[src/rtl/modport_fifo_if.sv]
// -----------------------------------------------------------------------------
// modport_fifo_if
//   Handshake bundle between a FIFO user and modport_fifo.
//   master : drives winc/wdata/rinc, observes wfull/rdata/rempty/count
//   slave  : the FIFO itself
//   Signals:
//     winc   write request            wdata  write data (WIDTH)
//     wfull  FIFO holds DEPTH words   rinc   read request
//     rdata  show-ahead head word     rempty FIFO holds 0 words
//     count  stored words, 0..DEPTH (ASIZE+1 bits)
// -----------------------------------------------------------------------------
interface modport_fifo_if #(
  parameter int unsigned WIDTH = 8,
  parameter int unsigned ASIZE = 4
);
  logic             winc;
  logic [WIDTH-1:0] wdata;
  logic             wfull;
  logic             rinc;
  logic [WIDTH-1:0] rdata;
  logic             rempty;
  logic [ASIZE:0]   count;

  modport master (
    output winc,
    output wdata,
    output rinc,
    input  wfull,
    input  rdata,
    input  rempty,
    input  count
  );

  modport slave (
    input  winc,
    input  wdata,
    input  rinc,
    output wfull,
    output rdata,
    output rempty,
    output count
  );
endinterface

[src/rtl/modport_fifo.sv]
// -----------------------------------------------------------------------------
// modport_fifo
//   Single-clock synchronous FIFO, DEPTH = 2**ASIZE words of WIDTH bits.
//   Show-ahead read port: rdata always presents the head word.
//   Ports:
//     wclk  sole clock, rising edge
//     wrst  asynchronous active-high reset; clears pointers and memory
//     bus   modport_fifo_if.slave (winc/wdata/wfull/rinc/rdata/rempty/count)
//   Pointers carry one extra wrap bit so full and empty are distinguishable
//   when the address bits coincide. Flags and count are derived only from the
//   registered pointers, so there is no combinational path from winc/rinc.
// -----------------------------------------------------------------------------
module modport_fifo #(
  parameter int unsigned WIDTH = 8,
  parameter int unsigned ASIZE = 4
) (
  input logic           wclk,
  input logic           wrst,
  modport_fifo_if.slave bus
);

  localparam int unsigned DEPTH = 1 << ASIZE;

  logic [ASIZE:0]   wptr_q, wptr_d;
  logic [ASIZE:0]   rptr_q, rptr_d;
  logic [WIDTH-1:0] mem_q [DEPTH];

  logic [ASIZE-1:0] waddr;
  logic [ASIZE-1:0] raddr;
  logic             full;
  logic             empty;
  logic             wr_en;
  logic             rd_en;

  assign waddr = wptr_q[ASIZE-1:0];
  assign raddr = rptr_q[ASIZE-1:0];

  // Same address, opposite lap => full; identical pointers => empty.
  assign empty = (wptr_q == rptr_q);
  assign full  = (waddr == raddr) && (wptr_q[ASIZE] != rptr_q[ASIZE]);

  // Acceptance gates use the registered flags, so a write on a full FIFO and
  // a read on an empty FIFO are dropped even when paired with the other side.
  assign wr_en = bus.winc && !full;
  assign rd_en = bus.rinc && !empty;

  always_comb begin
    wptr_d = wptr_q;
    rptr_d = rptr_q;
    if (wr_en) wptr_d = wptr_q + 1'b1;
    if (rd_en) rptr_d = rptr_q + 1'b1;
  end

  always_ff @(posedge wclk or posedge wrst) begin
    if (wrst) begin
      wptr_q <= '0;
      rptr_q <= '0;
    end else begin
      wptr_q <= wptr_d;
      rptr_q <= rptr_d;
    end
  end

  // Memory is reset so the head word is a defined 0 straight out of reset.
  always_ff @(posedge wclk or posedge wrst) begin
    if (wrst) begin
      for (int i = 0; i < int'(DEPTH); i++) begin
        mem_q[i] <= '0;
      end
    end else if (wr_en) begin
      mem_q[waddr] <= bus.wdata;
    end
  end

  assign bus.rdata  = mem_q[raddr];
  assign bus.rempty = empty;
  assign bus.wfull  = full;
  // Modular difference handles pointer wrap without special cases.
  assign bus.count  = wptr_q - rptr_q;

endmodule

[src/flat_wrapper.sv]
// flat-port wrapper written by rule: the top's interface ports become plain ports
module modport_fifo_flat 
#(
  parameter int unsigned WIDTH = 8,
  parameter int unsigned ASIZE = 4
)
  (wclk, wrst, bus_winc, bus_wdata, bus_rinc, bus_wfull, bus_rdata, bus_rempty, bus_count);
  modport_fifo_if #(.WIDTH(WIDTH), .ASIZE(ASIZE)) bus_i ();
  input logic wclk;
  input logic wrst;
  input wire logic [$bits(bus_i.winc)-1:0] bus_winc;
  input wire logic [$bits(bus_i.wdata)-1:0] bus_wdata;
  input wire logic [$bits(bus_i.rinc)-1:0] bus_rinc;
  output wire logic [$bits(bus_i.wfull)-1:0] bus_wfull;
  output wire logic [$bits(bus_i.rdata)-1:0] bus_rdata;
  output wire logic [$bits(bus_i.rempty)-1:0] bus_rempty;
  output wire logic [$bits(bus_i.count)-1:0] bus_count;
  assign bus_i.winc = bus_winc;
  assign bus_i.wdata = bus_wdata;
  assign bus_i.rinc = bus_rinc;
  assign bus_wfull = bus_i.wfull;
  assign bus_rdata = bus_i.rdata;
  assign bus_rempty = bus_i.rempty;
  assign bus_count = bus_i.count;
  modport_fifo #(.WIDTH(WIDTH), .ASIZE(ASIZE)) u_core (.wclk(wclk), .wrst(wrst), .bus(bus_i));
endmodule
[config.mk]
export PLATFORM = sky130hd
export DESIGN_NAME = modport_fifo_flat
export DESIGN_NICKNAME = d
export VERILOG_FILES = /design/src/rtl/modport_fifo_if.sv /design/src/rtl/modport_fifo.sv /design/src/flat_wrapper.sv
export SDC_FILE = /design/constraint.sdc
export NUM_CORES = 1
export LEC_CHECK = 0
export BUFFER_PORTS_ARGS = -buffer_cell sky130_fd_sc_hd__buf_2
export CAP_MARGIN = 30
export CORE_MARGIN = 1.5
export CORE_UTILIZATION = 56
export CTS_CLUSTER_SIZE = 8
export DETAILED_ROUTE_END_ITERATION = 16
export GPL_ROUTABILITY_DRIVEN = 0
export PLACE_DENSITY = 0.76
export SETUP_SLACK_MARGIN = 0.1
export SLEW_MARGIN = 20
export SYNTH_ARGS = -nofsm -noshare
export SYNTH_HDL_FRONTEND = slang
export SYNTH_SLANG_ARGS = --single-unit
[constraint.sdc]
create_clock -name wclk -period 3.6 [get_ports wclk]
set_clock_uncertainty 0.05 [all_clocks]
set_input_delay 0 -clock wclk [delete_from_list [all_inputs] [get_ports wclk]]
set_output_delay 0 -clock wclk [all_outputs]
set_load 0.005 [all_outputs]
=== Word level (Yosys, flattened, before mapping) ===
Cells that the tools add are included.

* Bits of input ports: 12
* Register bits: 138

* $lt $le $gt $ge: 3
* Add/sub/neg operators: 3
* Equal/unequal tests: 3
* Bitwise logic cells: 2
* Mux-type cells: 6
* Reduce and logical (&&, ||, !) cells: 6

{| class="wikitable"
|+ Operators with widths
! kind !! count
|-
| bitwise mux 128 bit || 1
|-
| binary-select mux 8 bit (select 4 bit) || 1
|-
| demux 8 bit (select 4 bit) || 1
|-
| two-way mux 8 bit || 3
|-
| adder 5 x 1 -> 5 bit, second input constant || 2
|-
| >= comparator 5 bit, second input constant || 2
|-
| inverter 4 -> 5 bit || 2
|-
| equality test 5 bit || 1
|-
| less-than comparator 5 x 1 -> 1 bit, second input constant || 1
|-
| subtractor 5 bit || 1
|-
| equality test 4 bit || 1
|-
| logical AND 1 bit || 4
|-
| zero test 1 bit || 2
|-
| != test 1 bit || 1
|}

=== Depth between registers and ports, before layout ===
* Word-level depth: 6
* Gate-level depth with buffers: 8
* Gate-level depth less buffers: 7

=== Least setup slack after synthesis ===
Ideal clock, no wire load.

* Kind: register to register
* From: register u_core.rptr_q[1]
* To: register u_core.mem_q[100] (netlist name)
* Arrival: 2.362 ns
* Stages on the path, launching flop included: 9
* Slack: 1.063 ns
* Setup time: 0.125 ns
* Path through: dfrtp_1 clkbuf_1 buf_1 inv_1 ha_1 nand4_4 o211ai_4 nor3_4 mux2_2

* Word-level cells in the longest chain between the ends: 4

{| class="wikitable"
|+ RTL lines
! what !! RTL line !! RTL
|-
| from (decl) || modport_fifo.sv:25 || <nowiki>logic [ASIZE:0] rptr_q, rptr_d;</nowiki>
|-
| from (signal assigned) || modport_fifo.sv:60 || <nowiki>rptr_q <= rptr_d;</nowiki>
|-
| equality test 4 bit || modport_fifo.sv:40 || <nowiki>assign full = (waddr == raddr) && (wptr_q[ASIZE] != rptr_q[ASIZE]);</nowiki>
|-
| logical AND 1 bit || modport_fifo.sv:40 ||
|-
| zero test 1 bit || modport_fifo.sv:44 || <nowiki>assign wr_en = bus.winc && !full;</nowiki>
|-
| logical AND 1 bit || modport_fifo.sv:44 ||
|-
| to (signal, indexed assignment) || modport_fifo.sv:71 || <nowiki>mem_q[waddr] <= bus.wdata;</nowiki>
|-
| to (decl) || modport_fifo.sv:26 || <nowiki>logic [WIDTH-1:0] mem_q [DEPTH];</nowiki>
|}

Every way passes these cells.
A chain may end at the register's enable or synchronous reset.

=== Worst setup path in the final report ===
* From: register u_core.wptr_q[2]
* To: register u_core.mem_q[50] (netlist name)

* Word-level cells in the longest chain between the ends: 6

{| class="wikitable"
|+ RTL lines
! what !! RTL line !! RTL
|-
| from (decl) || modport_fifo.sv:24 || <nowiki>logic [ASIZE:0] wptr_q, wptr_d;</nowiki>
|-
| from (signal assigned) || modport_fifo.sv:59 || <nowiki>wptr_q <= wptr_d;</nowiki>
|-
| inverter 4 -> 5 bit (implied by the code) || modport_fifo.sv:71 ||
|-
| >= comparator 5 bit (implied by the code) / less-than comparator 5 x 1 -> 1 bit (equally long branches) || modport_fifo.sv:71 ||
|-
| logical AND 1 bit (implied by the code) || modport_fifo.sv:71 ||
|-
| two-way mux 8 bit (implied by the code) || modport_fifo.sv:71 ||
|-
| demux 8 bit (select 4 bit) || modport_fifo.sv:71 ||
|-
| bitwise mux 128 bit || modport_fifo.sv:71 ||
|}

Several ways; a longest one is shown, not always the timed one.

==> metrics.yaml <==
ys_types: 28
nFillCells: 817
p_clk_frac: 0.244
critPathArrivalTime_ns: 2.92
synthXorXnorAreaFrac: 0.0203
synthMuxAreaShare: 0.334
finalHoldViolCount: 0
cp_max_fo: 10
tritoncts: "done"
crit_buf_inv: 0
die-height_um: 111
grt_usage: 0.235
die_w_um: 111
rsz0062_at_grt: "no"
cp-start-kind: "flop"
grt_pass1_vias: 3883
p_leak_nw: 3.27
synth_top_family_by_area: "multiplexers"
timing.rr.end: "u_core.mem_q[50]"
max_cap_violations: 0
htreeDepth: 4
cts_root_buf: "clkbuf_16"
postSynthAreaPerCell_um2: 15.6
internal_power_w: 0.00518
path_cells: "ha_1, nand4_4, o211ai_4, nor2_2, mux2_2"
ys_warn_count: 0
grt_max_degree: 139
die-area_um2: 12300
timing.rr.start: "u_core.wptr_q[2]"
via_per_inst: 6.04
synth-simple-area-share: 0.0423
pwr-share-seq: 0.364
synth.yosys.seq_area_share: 0.528
multi_input_area_um2: 2970
reg2regPathDepth: 5
setup_viol_count_final: 0
clock.fmax_mhz: 374
syn-cell-area_um2: 6540
grt_pass1_wl_um: 21500
insertion_delay_ns: 0.41
min-delay-start: "bus_wdata[5]"
cpPeakStageDelay_ns: 0.69
drt_iter0_markers: 186
p_sw_w: 0.00247
start_util: 0.573
cts_max_path_buffers: 2
critical-path-slowest-cell: "dfrtp_1"
cts_resized: 0
clkTransAtPathRegs_ns: 0.06
worstMarginPinSlew_ns: 0.941
switching_share: 0.323
ys_ff_latch: 138
grt_overflow: 0
syn_nets: 442
power_density_nw_per_um2: 1010
synthAdderAreaFrac: 0.0203
core_region_area_um2: 11400
syn2layout_area_growth_pct: 15.3
synthCells: 420
drc: 0
synth_compound_area_frac: 0.0367
max_slew_margin: 0.370
r2r_slack_ns: 0.92
dpl-instance-area_um2: 6810
ant_nets: 0
antenna_cells: 0
hold_end: "u_core.mem_q[21]"
hold_class: "in -> reg"
finalWirelength_um: 13300
nets: 479
timing.hold.ws_ns: 0.0354
path_class: "reg -> reg"
layout_commonest_cell: "dfrtp_1"
clock-sinks: 138
routedWlPerCell_um: 21.7
status: "completed"
final_area_um2: 7540
vias: 3703
power_frac_comb: 0.392
worstPathRequired_ns: 3.84
min_delay_path_depth: 2
drive_above_1_share: 0.519
cp_top_family: "simple AND/OR/NAND/NOR gates"
final_cell_mix: "dfrtp_1 (137), mux2_2 (127), mux4_2 (32)"
io_buffers: 26
post-route-period-util: 0.743
slew_viol_final: 0
dp_hpwl_um: 8250
ios: 27
critical_path.endpoint_type: "flop"
firstDrtPassIters: 4
cts_made_buffers: 17
fin_crit_ns: 2.68
seqCellArea_um2: 3450
placement_rows: 39
ir_drop_v: 0.000957
setup_tns_ns: 0
antenna_found_initial: 0
-- cells in the mapped netlist (all sizes together) --
master	n	area share
clkbuf	13	0.0075
a21oi	2	0.0015
dfrtp	138	0.53
xor2	3	0.0040
nor2	19	0.018
a21o	2	0.0023
o21ai	2	0.0015
nand2b	2	0.0019
nor3	4	0.0099
buf	7	0.0052
or2	1	0.00096
fa	1	0.0031
nand4	2	0.0042
nand3	3	0.0023
ha	9	0.017
nand2	9	0.0052
xnor2	10	0.016
inv	11	0.0063
mux2	130	0.22
a22oi	16	0.018
o211ai	4	0.013
mux4	32	0.11
-- final cells by class --
cell class / count / share of cell area
clock inverter: 12 / 0.0249
sequential: 138 / 0.458
multi-input combinational: 251 / 0.393
timing repair buffer: 38 / 0.0338
inverter: 11 / 0.00597
clock buffer: 20 / 0.0605
tap: 143 / 0.0237
-- logic make-up (layout without fill, tap and decap cells) --
logic type,Yosys count,count (layout)
XOR/XNOR,13,13
AND/OR/NAND/NOR,40,40
AO/OA/AOI/OAI,26,26
buffers and inverters,31,81
flip-flops,138,138
multiplexers,162,162
adder cells (fa/ha/maj),10,10
-- flip-flops by register name (all words and copies together), names as in the netlist --
register,flops
u_core.rptr_q,5
u_core.wptr_q,5
u_core.mem_q,128
-- how the worst max path moves through the flow --
stage | startpoint | end | slack, ns | depth (start not counted)
after floorplan | u_core.rptr_q[1] | u_core.mem_q[100] | 1.06 | 8
after global placement | u_core.wptr_q[2] | u_core.mem_q[52] | 1.09 | 5
after detailed placement | u_core.wptr_q[2] | u_core.mem_q[50] | 1.02 | 5
after CTS | u_core.wptr_q[2] | u_core.mem_q[62] | 0.97 | 5
after global routing | u_core.wptr_q[2] | u_core.mem_q[62] | 0.84 | 5
final | u_core.wptr_q[2] | u_core.mem_q[50] | 0.92 | 5
-- what timing repair did --
action / in CTS / in global routing
hold buffers: 9 / 0
setup buffers: 0 / 0
endpoints found under the hold margin: 195 / 0
-- metal layers --
layer	part of all wire	wire length [µm]	up-vias	GRT usage
met5	0	0	-	0
met4	0.0092	123	0	0.0726
met3	0.042	558	11	0.0689
met2	0.51	6740	77	0.374
met1	0.44	5890	1987	0.317
li1	-	-	1628	-
-- through the flow --
stage | total power [W] | worst slack [ns] | std cells | utilization
final | 0.00765 | 0.925 | 613 | 0.661
after global routing | 0.00809 | 0.844 | 613 | 0.661
after CTS | 0.00772 | 0.973 | 613 | 0.661
after detailed placement | 0.00581 | 1.02 | 572 | 0.596
after global placement | 0.00567 | 1.09 | 572 | 0.596
after floorplan | 0.00501 | 1.06 | 420 | -
-- worst reg2reg max path, delay by kind of cell (launching register included) --
family / cells / cell delay (ns)
flip-flops: 1 / 0.69
AO/OA/AOI/OAI: 1 / 0.15
adder cells (fa/ha/maj): 1 / 0.41
multiplexers: 1 / 0.42
AND/OR/NAND/NOR: 2 / 0.85
-- power by group through the flow --
| stage | Combinational, W | Clock, W | Sequential [W] |
|---|---|---|---|
| floorplan | 0.00240 | 0 | 0.00261 |
| global placement | 0.00293 | 0 | 0.00274 |
| detailed placement | 0.00301 | 0 | 0.00279 |
| CTS | 0.00304 | 0.00190 | 0.00278 |
| global route | 0.00325 | 0.00197 | 0.00288 |
| finish | 0.00300 | 0.00187 | 0.00279 |
Note: power is estimated with default switching activity, not from simulation.
